<file path="src/rtl/prog_clkdiv_pkg.sv">
// rtl/prog_clkdiv_pkg.sv - shared defaults, divisor type and legality helper for prog_clkdiv
package prog_clkdiv_pkg;

    localparam int unsigned CLKDIV_DEF_W   = 32;
    localparam int unsigned CLKDIV_DEF_DIV = 2000;

    typedef logic [CLKDIV_DEF_W-1:0] div_t;

    // A divisor below 2 cannot form a high and a low phase, so the channel stops.
    function automatic logic legal_div(input logic [63:0] d);
        return d >= 64'd2;
    endfunction

endpackage

</file>
<file path="src/rtl/prog_clkdiv_if.sv">
// rtl/prog_clkdiv_if.sv - control/status bundle of prog_clkdiv (duty_in only with PROG_CLKDIV_DUTY_EN)
interface prog_clkdiv_if
    import prog_clkdiv_pkg::*;
#(
    parameter int unsigned CH = 4,
    parameter int unsigned W  = CLKDIV_DEF_W
);
    localparam int unsigned SW = (CH > 1) ? $clog2(CH) : 1;

    logic [CH-1:0] en;
    logic          load;
    logic [SW-1:0] ch_sel;
    logic [W-1:0]  div_in;
`ifdef PROG_CLKDIV_DUTY_EN
    logic [W-1:0]  duty_in;
`endif
    logic [CH-1:0] clkout;
    logic [CH-1:0] tick;
    logic [CH-1:0] pending;

`ifdef PROG_CLKDIV_DUTY_EN
    modport master (output en, load, ch_sel, div_in, duty_in, input clkout, tick, pending);
    modport slave  (input en, load, ch_sel, div_in, duty_in, output clkout, tick, pending);
`else
    modport master (output en, load, ch_sel, div_in, input clkout, tick, pending);
    modport slave  (input en, load, ch_sel, div_in, output clkout, tick, pending);
`endif

endinterface

</file>
<file path="src/rtl/prog_clkdiv_chan.sv">
// rtl/prog_clkdiv_chan.sv - one divider channel: counter, shadow/active divisor, registered outputs (PROG_CLKDIV_DUTY_EN adds duty)
module prog_clkdiv_chan
    import prog_clkdiv_pkg::*;
#(
    parameter int unsigned W       = CLKDIV_DEF_W,
    parameter int unsigned DEF_DIV = CLKDIV_DEF_DIV
) (
    input  logic         clkin,
    input  logic         reset,
    input  logic         en,
    input  logic         wr,
    input  logic [W-1:0] div_in,
`ifdef PROG_CLKDIV_DUTY_EN
    input  logic [W-1:0] duty_in,
`endif
    output logic         clkout,
    output logic         tick,
    output logic         pending
);

    localparam logic [W-1:0] RST_DIV = W'(DEF_DIV);

    logic [W-1:0] count;
    logic [W-1:0] active_div;
    logic [W-1:0] shadow_div;
    logic         pend;
    logic         running;
    logic         boundary;
    logic         apply;
    logic [W-1:0] high_lim;

`ifdef PROG_CLKDIV_DUTY_EN
    localparam logic [W-1:0] RST_DUTY = W'(DEF_DIV >> 1);
    logic [W-1:0] active_duty;
    logic [W-1:0] shadow_duty;
`endif

    // Run/wrap decode; a stopped or idle channel is always at a period boundary.
    always_comb begin
        running  = en && legal_div(64'(active_div));
        boundary = !running || (count == '0) || (count >= active_div);
        apply    = pend && boundary;
`ifdef PROG_CLKDIV_DUTY_EN
        high_lim = (active_duty < active_div) ? active_duty : active_div;
`else
        high_lim = active_div >> 1;
`endif
    end

    // Period counter: 0 = idle, otherwise 1..active_div.
    always_ff @(posedge clkin or negedge reset) begin
        if (!reset) begin
            count <= '0;
        end else if (!running) begin
            count <= '0;
        end else if (boundary) begin
            count <= W'(1);
        end else begin
            count <= count + W'(1);
        end
    end

    // Shadow/active divisor; a same-cycle write stays pending behind the value being applied.
    always_ff @(posedge clkin or negedge reset) begin
        if (!reset) begin
            active_div  <= RST_DIV;
            shadow_div  <= RST_DIV;
            pend        <= 1'b0;
`ifdef PROG_CLKDIV_DUTY_EN
            active_duty <= RST_DUTY;
            shadow_duty <= RST_DUTY;
`endif
        end else begin
            if (apply) begin
                active_div  <= shadow_div;
`ifdef PROG_CLKDIV_DUTY_EN
                active_duty <= shadow_duty;
`endif
            end
            if (wr) begin
                shadow_div  <= div_in;
`ifdef PROG_CLKDIV_DUTY_EN
                shadow_duty <= duty_in;
`endif
            end
            if (wr) begin
                pend <= 1'b1;
            end else if (apply) begin
                pend <= 1'b0;
            end
        end
    end

    // Output stage one register behind the counter, forced low when not running.
    always_ff @(posedge clkin or negedge reset) begin
        if (!reset) begin
            clkout <= 1'b0;
            tick   <= 1'b0;
        end else begin
            clkout <= running && (count != '0) && (count <= high_lim);
            tick   <= running && (count != '0) && (count == active_div);
        end
    end

    assign pending = pend;

endmodule

</file>
<file path="src/rtl/prog_clkdiv.sv">
// rtl/prog_clkdiv.sv - multi-channel programmable clock divider top (PROG_CLKDIV_DUTY_EN enables duty control)
module prog_clkdiv
    import prog_clkdiv_pkg::*;
#(
    parameter int unsigned CH      = 4,
    parameter int unsigned W       = CLKDIV_DEF_W,
    parameter int unsigned DEF_DIV = CLKDIV_DEF_DIV
) (
    input  logic         clkin,
    input  logic         reset,
    prog_clkdiv_if.slave bus
);

    logic [CH-1:0] wr;
    logic [CH-1:0] clk_v;
    logic [CH-1:0] tick_v;
    logic [CH-1:0] pend_v;

    // Decode the load strobe to one channel; selects beyond CH match nothing.
    always_comb begin
        wr = '0;
        for (int i = 0; i < CH; i++) begin
            wr[i] = bus.load && (32'(bus.ch_sel) == 32'(i));
        end
    end

    for (genvar g = 0; g < CH; g++) begin : g_chan
        prog_clkdiv_chan #(
            .W       (W),
            .DEF_DIV (DEF_DIV)
        ) u_chan (
            .clkin   (clkin),
            .reset   (reset),
            .en      (bus.en[g]),
            .wr      (wr[g]),
            .div_in  (bus.div_in),
`ifdef PROG_CLKDIV_DUTY_EN
            .duty_in (bus.duty_in),
`endif
            .clkout  (clk_v[g]),
            .tick    (tick_v[g]),
            .pending (pend_v[g])
        );
    end

    assign bus.clkout  = clk_v;
    assign bus.tick    = tick_v;
    assign bus.pending = pend_v;

endmodule

</file>
<file path="src/flat_wrapper.sv">
// flat-port wrapper written by rule: the top's interface ports become plain ports
module prog_clkdiv_flat import prog_clkdiv_pkg::*;
#(
    parameter int unsigned CH      = 4,
    parameter int unsigned W       = CLKDIV_DEF_W,
    parameter int unsigned DEF_DIV = CLKDIV_DEF_DIV
)
  (clkin, reset, bus_en, bus_load, bus_ch_sel, bus_div_in, bus_clkout, bus_tick, bus_pending);
  prog_clkdiv_if #(.CH(CH), .W(W)) bus_i ();
  input  logic clkin;
  input  logic reset;
  input wire logic [$bits(bus_i.en)-1:0] bus_en;
  input wire logic [$bits(bus_i.load)-1:0] bus_load;
  input wire logic [$bits(bus_i.ch_sel)-1:0] bus_ch_sel;
  input wire logic [$bits(bus_i.div_in)-1:0] bus_div_in;
  output wire logic [$bits(bus_i.clkout)-1:0] bus_clkout;
  output wire logic [$bits(bus_i.tick)-1:0] bus_tick;
  output wire logic [$bits(bus_i.pending)-1:0] bus_pending;
  assign bus_i.en = bus_en;
  assign bus_i.load = bus_load;
  assign bus_i.ch_sel = bus_ch_sel;
  assign bus_i.div_in = bus_div_in;
  assign bus_clkout = bus_i.clkout;
  assign bus_tick = bus_i.tick;
  assign bus_pending = bus_i.pending;
  prog_clkdiv #(.CH(CH), .W(W), .DEF_DIV(DEF_DIV)) u_core (.clkin(clkin), .reset(reset), .bus(bus_i));
endmodule
</file>
<file path="config.mk">
export PLATFORM = sky130hd
export DESIGN_NAME = prog_clkdiv_flat
export DESIGN_NICKNAME = d
export VERILOG_FILES = /design/src/rtl/prog_clkdiv_pkg.sv /design/src/rtl/prog_clkdiv_if.sv /design/src/rtl/prog_clkdiv_chan.sv /design/src/rtl/prog_clkdiv.sv /design/src/flat_wrapper.sv
export SDC_FILE = /design/constraint.sdc
export NUM_CORES = 1
export LEC_CHECK = 0
export ABC_AREA = 1
export CORE_ASPECT_RATIO = 0.9
export CORE_MARGIN = 4
export CORE_UTILIZATION = 40
export DETAILED_ROUTE_END_ITERATION = 16
export PLACE_DENSITY = 0.56
export REMOVE_ABC_BUFFERS = 1
export SLEW_MARGIN = 40
export SYNTH_ARGS = -nofsm -noshare
export SYNTH_HDL_FRONTEND = slang
export SYNTH_SLANG_ARGS = --single-unit
</file>
<file path="constraint.sdc">
create_clock -name clkin -period 4.4 [get_ports clkin]
set_input_delay 0.88 -clock clkin [delete_from_list [all_inputs] [get_ports clkin]]
set_output_delay 0.88 -clock clkin [all_outputs]
set_load 0.03 [all_outputs]
</file>
# Word-level counts from Yosys, hierarchy flattened
# Cells that the tools add are included.
[word_totals] reg_bits=396 inputBits=41 word_cells=112
[op_classes] addsub=4 magnitude_cmp=12 eq_ne=7 n_mux=16 reduce_logical=49
[ops] op="$mux 32" n=8
[ops] op="$add 32x1->32 const B" n=4
[ops] op="$eq 32x32->1" n=4
[ops] op="$ge 32x2->1 const B" n=4
[ops] op="$ge 32x32->1" n=4
[ops] op="$le 32x31->1" n=4
[ops] op="$logic_not 32->1" n=4
[ops] op="$reduce_bool 32->1" n=4
[ops] op="$logic_and 1x1->1" n=24
[ops] op="$logic_or 1x1->1" n=8
[ops] op="$mux 1" n=8
[ops] op="$reduce_bool 2->1" n=4
[ops] op="$eq 2x2->1 const B" n=2
[ops] op="$logic_not 1->1" n=4
[ops] op="$eq 2x1->1 const B" n=1
[ops] op="$logic_not 2->1" n=1

# Longest topological paths before layout
# Gate-level depths: netlist of the first run.
[logic_depth] word_depth=8 ltp_mapped=16 depth_no_buf=15

# Cells and area by module
# Synthesis of the first run repeated with hierarchy kept, for this count alone.
[hier_totals] cells_unflattened=3273 hier_area_um2=24725.0
[modules_own_cells] mod="prog_clkdiv_chan at u_core.g_chan[0].u_chan ..." instances=3 cells_per_inst=817 area_each_um2=6185.9
[modules_own_cells] mod="prog_clkdiv_chan at u_core.g_chan[2].u_chan" instances=1 cells_per_inst=814 area_each_um2=6137.1
[modules_own_cells] mod="prog_clkdiv" instances=1 cells_per_inst=8 area_each_um2=30.0

# Least setup slack after synthesis of the first run
# No wires, ideal clock.
[synth_path] path_type="reg2reg" startpoint="reg u_core.g_chan[0].u_chan.active_div[7]" endpoint="reg u_core.g_chan[0].u_chan.active_div[1]" arrival_time_ns=1.840 required_ns=4.283 setup_slack_ns=2.444 path_stages_with_launch=15 period_less_slack_ns=1.956 cell_sequence="dfstp_2 inv_1 ha_1 nand2_1 nor2_1 nand2_1 nor2_1 nand2_1 nand3_1 nor2_4 nand2_2 nand2_2 buf_4 nand2_1 nand2_1"
[synth_between] elab_chain_len=6 word_cells_on_any_way=7 cone_classes="order compare (2); reduce/logical (5)"
[synth_rtl] element="start, declared" line_no="prog_clkdiv_chan.sv:24" source="logic [W-1:0] active_div;"
[synth_rtl] element="start signal, assigned" line_no="prog_clkdiv_chan.sv:75" source="active_div <= shadow_div;"
[synth_rtl] element="$ge 32x2->1" line_no="prog_clkdiv_pkg.sv:11" source="return d >= 64'd2;"
[synth_rtl] element="$logic_and 1x1->1" line_no="prog_clkdiv_chan.sv:40" source="running = en && legal_div(64'(active_div));"
[synth_rtl] element="$logic_not 1->1"
[synth_rtl] element="$logic_or 1x1->1" line_no="prog_clkdiv_chan.sv:41" source="boundary = !running || (count == '0) || (count >= active_div);"
[synth_rtl] element="$logic_or 1x1->1 (*)" line_no="prog_clkdiv_chan.sv:41"
[synth_rtl] element="$logic_and 1x1->1 (*)" line_no="prog_clkdiv_chan.sv:42" source="apply = pend && boundary;"
# Mark *: on every way between the ends. The rest lies on a longest branch, timed or not.
# A chain may end at the register's enable or synchronous reset.

# Worst setup path in the final report of the first run
[layout_path] startpoint="reg u_core.g_chan[1].u_chan.active_div[7]" endpoint="reg u_core.g_chan[1].u_chan.active_div[18]"
[layout_between] elab_chain_len=6 word_cells_on_any_way=7 cone_classes="order compare (2); reduce/logical (5)"
[layout_rtl] element="start, declared" line_no="prog_clkdiv_chan.sv:24"
[layout_rtl] element="start signal, assigned" line_no="prog_clkdiv_chan.sv:75"
[layout_rtl] element="$ge 32x2->1" line_no="prog_clkdiv_pkg.sv:11"
[layout_rtl] element="$logic_and 1x1->1" line_no="prog_clkdiv_chan.sv:40"
[layout_rtl] element="$logic_not 1->1"
[layout_rtl] element="$logic_or 1x1->1" line_no="prog_clkdiv_chan.sv:41"
[layout_rtl] element="$logic_or 1x1->1 (*)" line_no="prog_clkdiv_chan.sv:41"
[layout_rtl] element="$logic_and 1x1->1 (*)" line_no="prog_clkdiv_chan.sv:42"
# Marks and branches as above.

==> flow_summary.yaml, run 1 <==
clocking:
  cts_made_buffers: 47
  postCtsResizedCells: 0
  worst_setup_hold_path_clk_slew_ns: 0.07
  cts-root-to-sink-buffers: 3
  cts_root_buf: "sky130_fd_sc_hd__clkbuf_16"
  clk-insertion-delay-late_ns: 0.59
  clock_sinks: 396
  cts_htree_levels: 2
  clock_tree_from_tritoncts: "built"
  post_cts_buffers: 0
  cts.hold.buffers_added: 0
finish:
  area_growth_syn_to_layout_pct: 12.1
  share_of_final_layout_standard_cells_stronger_than_drive_strength_1: 0.0639
  post-route-util: 0.456
  postLayoutCellArea_um2: 27500
  num-nets-final: 3515
floorplan:
  boundaryPins: 53
  floorplan.initialDensity: 0.407
  floorplan.die.height_um: 243
  floorplan.die_area_um2: 65300
  core_area_um2: 60200
  core_rows: 85
  die_width_um: 269
timing:
  grt_setup_unrepaired: "no"
  post-route-period-util: 0.707
  tns_ns: 0
  max_slew_margin: 0.489
  final.hold.worst_slack_ns: 0.210
  tightest_slew_ns: 0.767
  max_clock_freq_mhz: 321
  finClkSkew_ns: 0.0287
  report.final.hold_viol_count: 0
  final_period_minus_worst_setup_slack_ns: 3.11
  slew_violations: 0
  final_setup_violation_count: 0
synthesis:
  post_synth_main_area_contributors: "sky130_fd_sc_hd__dfrtp_1, sky130_fd_sc_hd__nand2_1, sky130_fd_sc_hd__ha_1"
  post_synthesis_sequential_area_ratio: 0.407
  yosysTopAreaCell: "sky130_fd_sc_hd__dfrtp_1"
  synthDominantCellAreaShare: 0.356
  ys_types: 37
  syn_avg_cell_area_um2: 7.68
  synth.cell_area_um2: 24500
  synth-seq-cells: 396
  synth_cells: 3190
  synth-warning-count: 0
detailed_routing:
  firstDrtPassIters: 5
  detail_route.drc_violations: 0
  post_drt_via_cell_ratio: 5.08
  average_routed_wire_per_standard_cell_um: 16.1
  vias: 20500
  detail_route.wirelength_um: 64900
  dr.first_iter.drc_count: 1348
  postRouteAntennaNets: 0
hold_path:
  timing.hold.worst.class: "in -> async"
grt:
  grt_max_degree: 96
  grt.overflow.total: 0
  vias_in_the_first_global_route: 20300
  first_pass_grt_wire_length_um: 106000
  grt_antenna_before_repair: 7
  grt_use_total: 0.200
power:
  peakVddDrop_mv: 0.290
  power.static_leakage_nw: 13.8
  power.density_cell_area_nw_per_um2: 431
critical_path:
  ff2ff_path_depth: 13
  cp_data_arrival_time_ns: 3.57
  critical_path_peak_fanout: 64
  worst_setup_path_start_kind: "flop"
  critPathCaptureType: "flop"
  critPathKind: "reg -> reg"
  cp.required_ns: 4.86
  setup.reg_to_reg.worst_slack_ns: 1.29
place:
  gp_routability_congestion: 0.892
  placement.io_buffers: 52
  dpl.hpwl_um: 48000
  postPlaceCellArea_um2: 25700
job:
  maxCapViolCount: 0
run_status:
  outcome: "complete, no violations"
==> critical path: stages (launching register included) <==
cell                      delay (ns)
sky130_fd_sc_hd__dfstp_2        0.53
sky130_fd_sc_hd__inv_1          0.07
sky130_fd_sc_hd__ha_1           0.29
sky130_fd_sc_hd__nand2_1        0.07
sky130_fd_sc_hd__nor2_1         0.14
sky130_fd_sc_hd__nand2_1        0.07
sky130_fd_sc_hd__nor2_1         0.15
sky130_fd_sc_hd__nand2_1        0.09
sky130_fd_sc_hd__nand3_1        0.13
sky130_fd_sc_hd__nor2_4         0.06
sky130_fd_sc_hd__nand2_4        0.51
sky130_fd_sc_hd__nand2_2        0.57
sky130_fd_sc_hd__nand2_1        0.20
sky130_fd_sc_hd__nand2_1        0.07
==> final cells by class <==
class                           count  area (um2)
Tap cell                          783         980
Clock inverter                     24         400
Multi-Input combinational cell   2311       12600
Inverter                          391        1470
Fill cell                        6063       32700
Sequential cell                   396        9970
Antenna cell                        2        5.00
Clock buffer                       64        1340
Timing Repair Buffer               67         696
==> logic make-up (layout without fill, tap and decap cells) <==
logic type	Yosys count	count (layout)	synth area share
simple gates	1655	1655	0.285
buf+inv	483	546	0.0795
flops	396	396	0.407
compound gates	313	313	0.0663
fa+ha+maj	260	260	0.133
xor+xnor	83	83	0.0297
other cells	0	2	0
==> metrics by stage <==
stage | cells | setup slack, ns | power [W]
2_1_floorplan | 3098 | 1.68 | 0.00660
3_3_place_gp | 3947 | 1.34 | 0.00739
3_5_place_dp | 3947 | 1.23 | 0.00751
4_1_cts | 4035 | 1.26 | 0.0120
5_1_grt | 4036 | 0.997 | 0.0126
6_report | 4038 | 1.29 | 0.0118
==> state kept, by name, indices dropped and copies added, names as in the netlist <==
register / cells
u_core.g_chan.u_chan.pending: 4
u_core.g_chan.u_chan.tick: 4
u_core.g_chan.u_chan.clkout: 4
u_core.g_chan.u_chan.shadow_div: 128
u_core.g_chan.u_chan.count: 128
u_core.g_chan.u_chan.active_div: 128
==> per-layer routing <==
metal	vias to the layer above	part of all wire	global-route usage
met5	-	0	0
met4	0	0.026	0.0552
met3	112	0.041	0.0274
met2	371	0.45	0.319
met1	9744	0.49	0.286
li1	10300	-	-
==> final timing paths <==
| path | start | endpoint |
|---|---|---|
| hold reg to reg | u_core.g_chan[1].u_chan.active_div[7] | u_core.g_chan[1].u_chan.active_div[7] |
| hold / removal | reset | u_core.g_chan[1].u_chan.pending |
| min in group clkin | u_core.g_chan[1].u_chan.active_div[7] | u_core.g_chan[1].u_chan.active_div[7] |
| max in group asynchronous | reset | u_core.g_chan[0].u_chan.shadow_div[4] |
| setup reg to reg | u_core.g_chan[1].u_chan.active_div[7] | u_core.g_chan[1].u_chan.active_div[18] |
| setup / recovery | u_core.g_chan[1].u_chan.active_div[7] | u_core.g_chan[1].u_chan.active_div[18] |
==> power breakdown <==
part | switching, W | internal, W
Sequential | 0.000404 | 0.00428
Combinational | 0.00179 | 0.000972
Clock | 0.00165 | 0.00273
==> Yosys cell counts (all sizes together) <==
master,instances
nand2,928
inv,391
nor2,370
dfrtp,348
ha,260
nand3,193
o21ai,162
a21oi,128
nor3,96
xor2,79
buf,60
dfstp,48
nand4,46
clkbuf,32
nor4,17
o21a,11
a21o,4
o21bai,4
xnor2,4
a21boi,3
nand3b,3
a31oi,1
and3,1
nor3b,1
==> cell usage in the layout (no fill, tap or decap), drive strengths merged <==
master,n
buf,16
and3,1
dfrtp,348
nor3b,1
a21boi,3
diode,2
clkinv,7
a21o,4
clkbuf,64
clkinvlp,6
inv,392
o21bai,4
a31oi,1
ha,260
nor3,96
xor2,79
xnor2,4
bufinv,10
nand4,46
nand3b,3
nor2,370
nor4,17
o21ai,162
clkdlybuf4s50,51
a21oi,128
dfstp,48
o21a,11
nand2,928
nand3,193
(Power assumes the default switching activity.)
==> run 2: changes to the inputs <==
- clock period: 4.4 -> 2.9 ns (I/O delays scaled with it)
==> flow_summary.yaml, run 2 (same netlist as run 1, synthesis figures left out) <==
floorplan:
  core_area_um2: 60200
  core_rows: 85
  floorplan.die.height_um: 243
  floorplan.initialDensity: 0.407
  floorplan.die_area_um2: 65300
  die_width_um: 269
  boundaryPins: 53
hold_path:
  timing.hold.worst.class: "reg -> reg"
detailed_routing:
  vias: 20400
  postRouteAntennaNets: 0
  dr.first_iter.drc_count: 1556
  average_routed_wire_per_standard_cell_um: 16.2
  post_drt_via_cell_ratio: 5.01
  detail_route.wirelength_um: 66000
  detail_route.drc_violations: 0
  firstDrtPassIters: 5
grt:
  grt_use_total: 0.205
  first_pass_grt_wire_length_um: 108000
  grt.overflow.total: 0
  grt_antenna_before_repair: 3
  vias_in_the_first_global_route: 20100
  grt_max_degree: 68
timing:
  post-route-period-util: 0.845
  final_period_minus_worst_setup_slack_ns: 2.45
  max_slew_margin: 0.549
  slew_violations: 0
  worst_slack_ns: 0.449
  report.final.hold_viol_count: 0
  finClkSkew_ns: 0.0250
  final_setup_violation_count: 0
  max_clock_freq_mhz: 408
  grt_setup_unrepaired: "no"
  final.hold.worst_slack_ns: 0.462
  tns_ns: 0
  tightest_slew_ns: 0.674
finish:
  antenna_cells_inserted: 0
  multiInputGateArea_um2: 12600
  top_regs: "u_core.g_chan.u_chan.active_div: 128 flops, u_core.g_chan.u_chan.count: 128 flops, u_core.g_chan.u_chan.shadow_div: 128 flops"
  ff_latch_area_um2: 9970
  fillCellCount: 6091
  number_of_cells_in_the_finished_layout_apart_from_fillers: 4070
  most_frequent_cells_in_the_layout: "sky130_fd_sc_hd__nand2_1, sky130_fd_sc_hd__inv_1, sky130_fd_sc_hd__nor2_1"
  num-nets-final: 3551
  area_growth_syn_to_layout_pct: 12.8
  most_frequent_standard_cell_in_the_layout_excluding_fill_and_tap_cells: "sky130_fd_sc_hd__nand2_1"
  share_of_final_layout_standard_cells_stronger_than_drive_strength_1: 0.0736
  postLayoutCellArea_um2: 27600
critical_path:
  worst_setup_path_start_kind: "flop"
  critical_path_peak_fanout: 32
  critPathCaptureType: "flop"
  cp_data_arrival_time_ns: 2.90
  cp.required_ns: 3.35
  critPathKind: "reg -> reg"
place:
  gp_routability_congestion: 0.903
  numPlacedInstances: 3984
  postPlaceCellArea_um2: 26000
  placement.io_buffers: 52
  post-place-ws_ns: 0.432
  dpl.hpwl_um: 49800
clocking:
  cts_htree_levels: 2
  cts-root-to-sink-buffers: 3
  cts_made_buffers: 46
  clock_tree_from_tritoncts: "built"
  clock_sinks: 396
  cts_root_buf: "sky130_fd_sc_hd__clkbuf_16"
  postCtsResizedCells: 0
  clk-insertion-delay-late_ns: 0.59
  worst_setup_hold_path_clk_slew_ns: 0.06
power:
  power.density_cell_area_nw_per_um2: 634
  power.static_leakage_nw: 13.9
  peakVddDrop_mv: 0.540
run_status:
  outcome: "complete, no violations"
job:
  maxCapViolCount: 0
-- run 2: cell types whose count changed in the layout (fill, tap and decap cells not counted), sizes merged --
cell and change:
buf +36, bufinv -3, clkbuf -6, clkinv +8, clkinvlp -2, diode -2
dlygate4sd3 +1
-- run 2: final timing paths --
path	endpoint	from	depth (start not counted)	slack, ns
min reg2reg	u_core.g_chan[0].u_chan.active_div[4]	u_core.g_chan[0].u_chan.active_div[4]	2	0.46
min	u_core.g_chan[0].u_chan.active_div[4]	u_core.g_chan[0].u_chan.active_div[4]	2	0.46
max reg2reg	u_core.g_chan[1].u_chan.active_div[23]	u_core.g_chan[1].u_chan.active_div[7]	13	0.45
max in group asynchronous	u_core.g_chan[1].u_chan.shadow_div[4]	reset	3	1.45
min in group asynchronous	u_core.g_chan[1].u_chan.shadow_div[25]	reset	2	0.60
max	u_core.g_chan[1].u_chan.active_div[23]	u_core.g_chan[1].u_chan.active_div[7]	13	0.45
-- run 2: routing by layer --
layer	track usage	share of wire
met5	0	0
met4	0.0472	0.019
met3	0.0271	0.046
met2	0.327	0.45
met1	0.296	0.48
-- run 2: critical path: stages (launching register included) --
cell and delay, ns:
sky130_fd_sc_hd__dfstp_2 0.53, sky130_fd_sc_hd__inv_1 0.07, sky130_fd_sc_hd__ha_1 0.30, sky130_fd_sc_hd__nand2_1 0.07
sky130_fd_sc_hd__nor2_1 0.13, sky130_fd_sc_hd__nand2_1 0.08, sky130_fd_sc_hd__nor2_1 0.20, sky130_fd_sc_hd__nand2_1 0.11
sky130_fd_sc_hd__nand3_1 0.13, sky130_fd_sc_hd__nor2_4 0.06, sky130_fd_sc_hd__nand2_4 0.06, sky130_fd_sc_hd__nand2_2 0.33
sky130_fd_sc_hd__nand2_1 0.17, sky130_fd_sc_hd__nand2_1 0.07
-- run 2: area by class of cell --
| class | count | share of cell area |
|---|---|---|
| Tap cell | 783 | 0.0355 |
| Clock buffer | 58 | 0.0455 |
| Sequential cell | 396 | 0.361 |
| Multi-Input combinational cell | 2311 | 0.456 |
| Clock inverter | 27 | 0.0123 |
| Timing Repair Buffer | 104 | 0.0369 |
| Inverter | 391 | 0.0531 |
-- run 2: power breakdown --
part,internal (W),switching [W]
registers,0.00649,0.000619
clock network,0.00371,0.00251
logic,0.00149,0.00271
total,0.0117,0.00583
-- run 2: per-stage QoR --
stage | utilization | power [W]
5_1_grt | 0.459 | 0.0188
6_report | 0.459 | 0.0175
3_3_place_gp | 0.432 | 0.0113
3_5_place_dp | 0.432 | 0.0114
4_1_cts | 0.459 | 0.0178
2_1_floorplan | - | 0.0100
-- run 2: timing repair --
| action | 4_1_cts | 5_1_grt |
|---|---|---|
| buffers inserted | 0 | 0 |
| hold buffers | 1 | 0 |
| endpoints found under the hold margin | 44 | 0 |
==> run 3: changes to the inputs <==
- PLACE_DENSITY: 0.56 -> 0.58
- clock period: 2.9 -> 2 ns (I/O delays scaled with it)
==> flow_summary.yaml, run 3 (same netlist as run 1, synthesis figures left out) <==
power:
  power.internal_w: 0.0197
  design_power_total_w: 0.0300
  peakVddDrop_mv: 0.767
  sequentialPowerShare: 0.346
  combPwrFrac: 0.354
  switching_share: 0.344
  power.static_leakage_nw: 16.7
  power_switching_w: 0.0103
  power.density_cell_area_nw_per_um2: 873
  clockPowerShare: 0.299
critical_path:
  cp_data_arrival_time_ns: 2.64
  critical_path_peak_fanout: 7
  crit_chain: "inv_1, ha_4, nand2_2, nor2_4, a21boi_2, nor2_1, buf_4, nand3_4, nor2_4, nand2_4, buf_12, clkbuf_16, nand3_2, nand2_1"
  crit_path_end: "u_core.g_chan[1].u_chan.active_div[30]"
  critPathCaptureType: "flop"
  crit_path_start: "u_core.g_chan[1].u_chan.active_div[29]"
  setup.reg_to_reg.worst_slack_ns: -0.16
  critical_path.max_stage_delay_ns: 0.37
  worst_setup_path_start_kind: "flop"
  cp_top_family: "simple AND/OR/NAND/NOR gates"
  ff2ff_path_depth: 14
  cp.buffers_inverters: 4
  cp.required_ns: 2.47
  critPathKind: "reg -> reg"
  critical-path-top-cell-by-count: "sky130_fd_sc_hd__nor2_4"
  worst_path_max_delay_cell: "sky130_fd_sc_hd__dfrtp_1"
  crit-reg2reg-capture: "u_core.g_chan[1].u_chan.active_div[30]"
  timing.critical_path.depth: 14
  rr_startpoint: "u_core.g_chan[1].u_chan.active_div[29]"
grt:
  first_pass_grt_wire_length_um: 116000
  vias_in_the_first_global_route: 21800
  grt_max_degree: 66
  grt.overflow.total: 0
  grt_antenna_before_repair: 5
  grt_use_total: 0.221
place:
  numPlacedInstances: 4335
  gp_routability_congestion: 0.902
  dpl.hpwl_um: 52500
  placement.io_buffers: 52
detailed_routing:
  detail_route.drc_violations: 0
  vias: 22400
  average_routed_wire_per_standard_cell_um: 16.7
  met3RoutedLength_um: 3970
  dr.first_iter.drc_count: 1553
  firstDrtPassIters: 5
  postRouteAntennaNets: 0
  dr.max_layer_used: "met4"
  detail_route.wirelength_um: 75500
  m1WireLength_um: 35000
  met2_wirelength_um: 34700
  post_drt_via_cell_ratio: 4.96
floorplan:
  core_rows: 85
  floorplan.die_area_um2: 65300
  core_area_um2: 60200
  die_width_um: 269
  floorplan.initialDensity: 0.407
  floorplan.die.height_um: 243
  boundaryPins: 53
timing:
  finClkSkew_ns: 0.0125
  worst_slack_ns: -0.162
  tightest_slew_ns: 0.502
  final_period_minus_worst_setup_slack_ns: 2.16
  tns_ns: -17.31
  max_slew_margin: 0.665
  post-route-period-util: 1.08
  report.final.hold_viol_count: 0
  final_setup_violation_count: 227
  slew_violations: 0
  final.hold.worst_slack_ns: 0.325
  grt_setup_unrepaired: "yes"
  max_clock_freq_mhz: 462
finish:
  fillCellCount: 5409
  top_regs: "u_core.g_chan.u_chan.active_div: 128 flops, u_core.g_chan.u_chan.count: 128 flops, u_core.g_chan.u_chan.shadow_div: 128 flops"
  area_growth_syn_to_layout_pct: 40.1
  num-nets-final: 3994
  most_frequent_standard_cell_in_the_layout_excluding_fill_and_tap_cells: "sky130_fd_sc_hd__nand2_1"
  number_of_cells_in_the_finished_layout_apart_from_fillers: 4516
  share_of_final_layout_standard_cells_stronger_than_drive_strength_1: 0.319
  most_frequent_cells_in_the_layout: "sky130_fd_sc_hd__nand2_1, sky130_fd_sc_hd__buf_4, sky130_fd_sc_hd__dfrtp_1"
  post-route-util: 0.570
clocking:
  cts_made_buffers: 46
  cts-root-to-sink-buffers: 3
  clk-insertion-delay-late_ns: 0.60
  clock_tree_from_tritoncts: "built"
  cts_root_buf: "sky130_fd_sc_hd__clkbuf_16"
  clock_sinks: 396
  worst_setup_hold_path_clk_slew_ns: 0.06
  cts_htree_levels: 2
hold_path:
  timing.hold.worst.class: "in -> async"
run_status:
  outcome: "finished with violations"
  violations_in_the_final_reports: "setup timing"
job:
  maxCapViolCount: 0
==> run 3: worst min-delay path by stage <==
stage	cells after the start	slack (ns)	from	end
floorplan	0	0.10	reset	u_core.g_chan[0].u_chan.active_div[0]
global placement	1	0.29	reset	u_core.g_chan[1].u_chan.count[10]
detailed placement	1	0.31	reset	u_core.g_chan[1].u_chan.count[10]
CTS	2	0.30	reset	u_core.g_chan[1].u_chan.count[10]
global route	2	0.34	reset	u_core.g_chan[1].u_chan.count[10]
finish	2	0.33	reset	u_core.g_chan[1].u_chan.count[10]
==> run 3: repair_timing <==
item,CTS,global route
cloned,17,11
pin swaps,61,147
endpoints found under the hold margin,23,0
resized for setup,250,453
hold buffers,1,0
setup buffers,32,42
setup endpoints to repair,263,272
==> run 3: metrics by stage <==
| step | cell area, um2 | setup WS (ns) |
|---|---|---|
| after floorplan | 24000 | -0.716 |
| after global placement | 28800 | -0.240 |
| after detailed placement | 28800 | -0.300 |
| after CTS | 32000 | -0.133 |
| after global routing | 34300 | -0.274 |
| final | 34300 | -0.162 |
==> run 3: worst register-to-register path: stages (launching register included) <==
cell,delay (ns)
sky130_fd_sc_hd__dfrtp_1,0.37
sky130_fd_sc_hd__inv_1,0.12
sky130_fd_sc_hd__ha_4,0.22
sky130_fd_sc_hd__nand2_2,0.09
sky130_fd_sc_hd__nor2_4,0.04
sky130_fd_sc_hd__a21boi_2,0.15
sky130_fd_sc_hd__nor2_1,0.12
sky130_fd_sc_hd__buf_4,0.14
sky130_fd_sc_hd__nand3_4,0.08
sky130_fd_sc_hd__nor2_4,0.15
sky130_fd_sc_hd__nand2_4,0.12
sky130_fd_sc_hd__buf_12,0.17
sky130_fd_sc_hd__clkbuf_16,0.17
sky130_fd_sc_hd__nand3_2,0.06
sky130_fd_sc_hd__nand2_1,0.06
==> run 3: power groups by stage <==
stage / Sequential (W) / Combinational, W / Clock, W
2_1_floorplan: 0.0102 / 0.00433 / 0
3_3_place_gp: 0.0103 / 0.00788 / 0
3_5_place_dp: 0.0103 / 0.00800 / 0
4_1_cts: 0.0103 / 0.00893 / 0.00918
5_1_grt: 0.0105 / 0.0119 / 0.00948
6_report: 0.0104 / 0.0106 / 0.00897
==> run 3: per-layer routing <==
metal / GRT usage / vias to the layer above
met5: 0 / -
met4: 0.0600 / 0
met3: 0.0314 / 110
met2: 0.349 / 435
met1: 0.320 / 10600
li1: - / 11300
==> run 3: cell type report <==
cell class	instances	area, um2	share of cell area
timing repair buffer	544	5090	0.148
tap	783	980	0.0286
antenna	2	5.00	0.000146
clock buffer	62	1280	0.0373
sequential	396	9970	0.291
multi-input combinational	2314	15200	0.443
clock inverter	24	310	0.00904
inverter	391	1470	0.0428
==> RTL edit, RTL diff (settings of run 3) <==
Set the package constant `CLKDIV_DEF_W` to 16 (it was 32).
--- a/src/rtl/prog_clkdiv_pkg.sv
+++ b/src/rtl/prog_clkdiv_pkg.sv
@@ -1,7 +1,7 @@
 // rtl/prog_clkdiv_pkg.sv - shared defaults, divisor type and legality helper for prog_clkdiv
 package prog_clkdiv_pkg;
 
-    localparam int unsigned CLKDIV_DEF_W   = 32;
+    localparam int unsigned CLKDIV_DEF_W   = 16;
     localparam int unsigned CLKDIV_DEF_DIV = 2000;
 
     typedef logic [CLKDIV_DEF_W-1:0] div_t;
Ports: changed (resized bus_div_in); port bits go from 53 to 37. The function was not compared with the original's and may differ.
==> RTL edit against run 3 <==
  * Power decreased by 43%
  * Design area decreased by 55%
  * Worst setup slack improved by 0.20 ns
  * Sequential cell count decreased by 192
  * Area after synthesis decreased by 50%
  * Combinational power decreased by 38%
  * Clock power decreased by 48%
  * Synthesized cell count decreased by 52%
  * Routed wire length decreased by 60%
==> RTL edit: results (changes against run 3) <==
metric,value,unit,change
Detailed Place HPWL,21800,microns,was 52500 microns
sequential area share after synthesis,42.4,%,was 40.7%
Slew HR,62.5,%,was 66.5%
crit path DAT,2.39,ns,was 2.64 ns
Net Switching,6.31,mW,was 10.3 mW
status,"finished, final reports clean",,"was finished, violations left"
clk_skew,0.0262,ns,was 0.0125 ns
Ant. Diodes,0,,was 2
Total GRT Usage,17.8,%,was 22.1%
WL/cell,14.4,microns,was 16.7 microns
Tcrit/Tclk final,98.2,%,was 108%
Cell variety after synth,33,,was 37
port bufs,36,,was 52
dpl cells,2027,,was 4335
Placed Area,13600,sq um,was 28800 sq um
first-pass GRT wire length,49200,microns,was 116000 microns
CTS H-tree lvls,1,,was 2
Starting DRT DRC Count,491,,was 1553
Pleak,7.83,nW,was 16.7 nW
Final Wtd Congestion,0.890,,was 0.902
layout cell share with drive strength beyond 1,21.0,%,was 31.9%
nets@finish,1835,,was 3994
Total Wirelength,30100,microns,was 75500 microns
Vias/cell,4.83,,was 4.96
"reg-to-reg slack, setup",0.04,ns,was -0.16 ns
initial antenna violation count,0,,was 5
Num CTS Buffers,24,,was 46
r2r startpoint,u_core.g_chan[1].u_chan.active_div[7],,was u_core.g_chan[1].u_chan.active_div[29]
Place WS,-0.0872,ns,was -0.300 ns
Reg2Reg Depth,13,,was 14
Max VDD drop,854,uV,was 767 uV
largest net degree at the start of global routing,62,,was 66
top post-synthesis cells by area,"dfrtp_1, ha_1, nand2_1",,"was dfrtp_1, nand2_1, ha_1"
## RTL edit: area by class of cell
class,instances,area [sq um]
fill,2782,14500
timing repair buffer,159,1540
inverter,197,739
tap,403,504
clock buffer,34,708
clock inverter,10,155
multi-input combinational,1092,6650
sequential,204,5170
## RTL edit: worst min path at each step
stage	endpoint	slack [ns]	from
6_report	u_core.g_chan[0].u_chan.tick	0.43	reset
5_1_grt	u_core.g_chan[3].u_chan.shadow_div[15]	0.49	reset
4_1_cts	u_core.g_chan[0].u_chan.clkout	0.46	reset
3_5_place_dp	u_core.g_chan[0].u_chan.clkout	0.43	reset
3_3_place_gp	u_core.g_chan[0].u_chan.clkout	0.42	reset
2_1_floorplan	u_core.g_chan[0].u_chan.active_div[0]	0.10	reset
## RTL edit: what timing repair did
action / in CTS / in global routing
buffers inserted: 6 / 15
setup endpoints to repair: 56 / 132
hold buffers: 1 / 0
gates cloned: 1 / 5
hold endpoints to repair: 34 / 0
gates resized for setup: 22 / 123
pin swaps: 7 / 39
## RTL edit: cells by family after synthesis
logic type               share of synthesized area, %
AO/OA/AOI/OAI                                    6.64
adder cells (fa/ha/maj)                          13.5
flip-flops                                       42.4
XOR/XNOR                                         1.58
buffers and inverters                            8.38
AND/OR/NAND/NOR                                  27.5
## RTL edit: metal layers
metal | vias up | GRT usage [%] | share of wire [%]
met4 | 0 | 3.65 | 1.9
met1 | 4731 | 26.7 | 50
li1 | 5210 | - | -
met2 | 150 | 27.8 | 44
met5 | - | 0 | 0
met3 | 39 | 2.07 | 3.3
## RTL edit: worst reg2reg max path, stage by stage (launching register included)
cell and delay, ns:
dfstp_2 0.56, inv_2 0.05, ha_4 0.22, nand2_4 0.06, inv_2 0.03, nand2_2 0.08
nor2_4 0.04, nand2_2 0.08, nand3_2 0.10, nor2_4 0.18, nand2_8 0.13, buf_8 0.16
o21bai_4 0.14, inv_2 0.03
## RTL edit: power groups by stage
stage | clock (mW) | combinational (mW) | sequential (mW)
detailed placement | 0 | 5.33 | 5.98
floorplan | 0 | 3.61 | 5.86
global placement | 0 | 5.21 | 5.97
global route | 4.94 | 7.55 | 6.07
finish | 4.67 | 6.59 | 5.93
CTS | 4.78 | 5.61 | 5.91
## RTL edit: through the flow
stage / utilization (%) / total power, mW
after global routing: 51.6 / 18.6
final: 51.6 / 17.2
after CTS: 49.0 / 16.3
after floorplan: - / 9.47
after global placement: 45.5 / 11.2
after detailed placement: 45.5 / 11.3
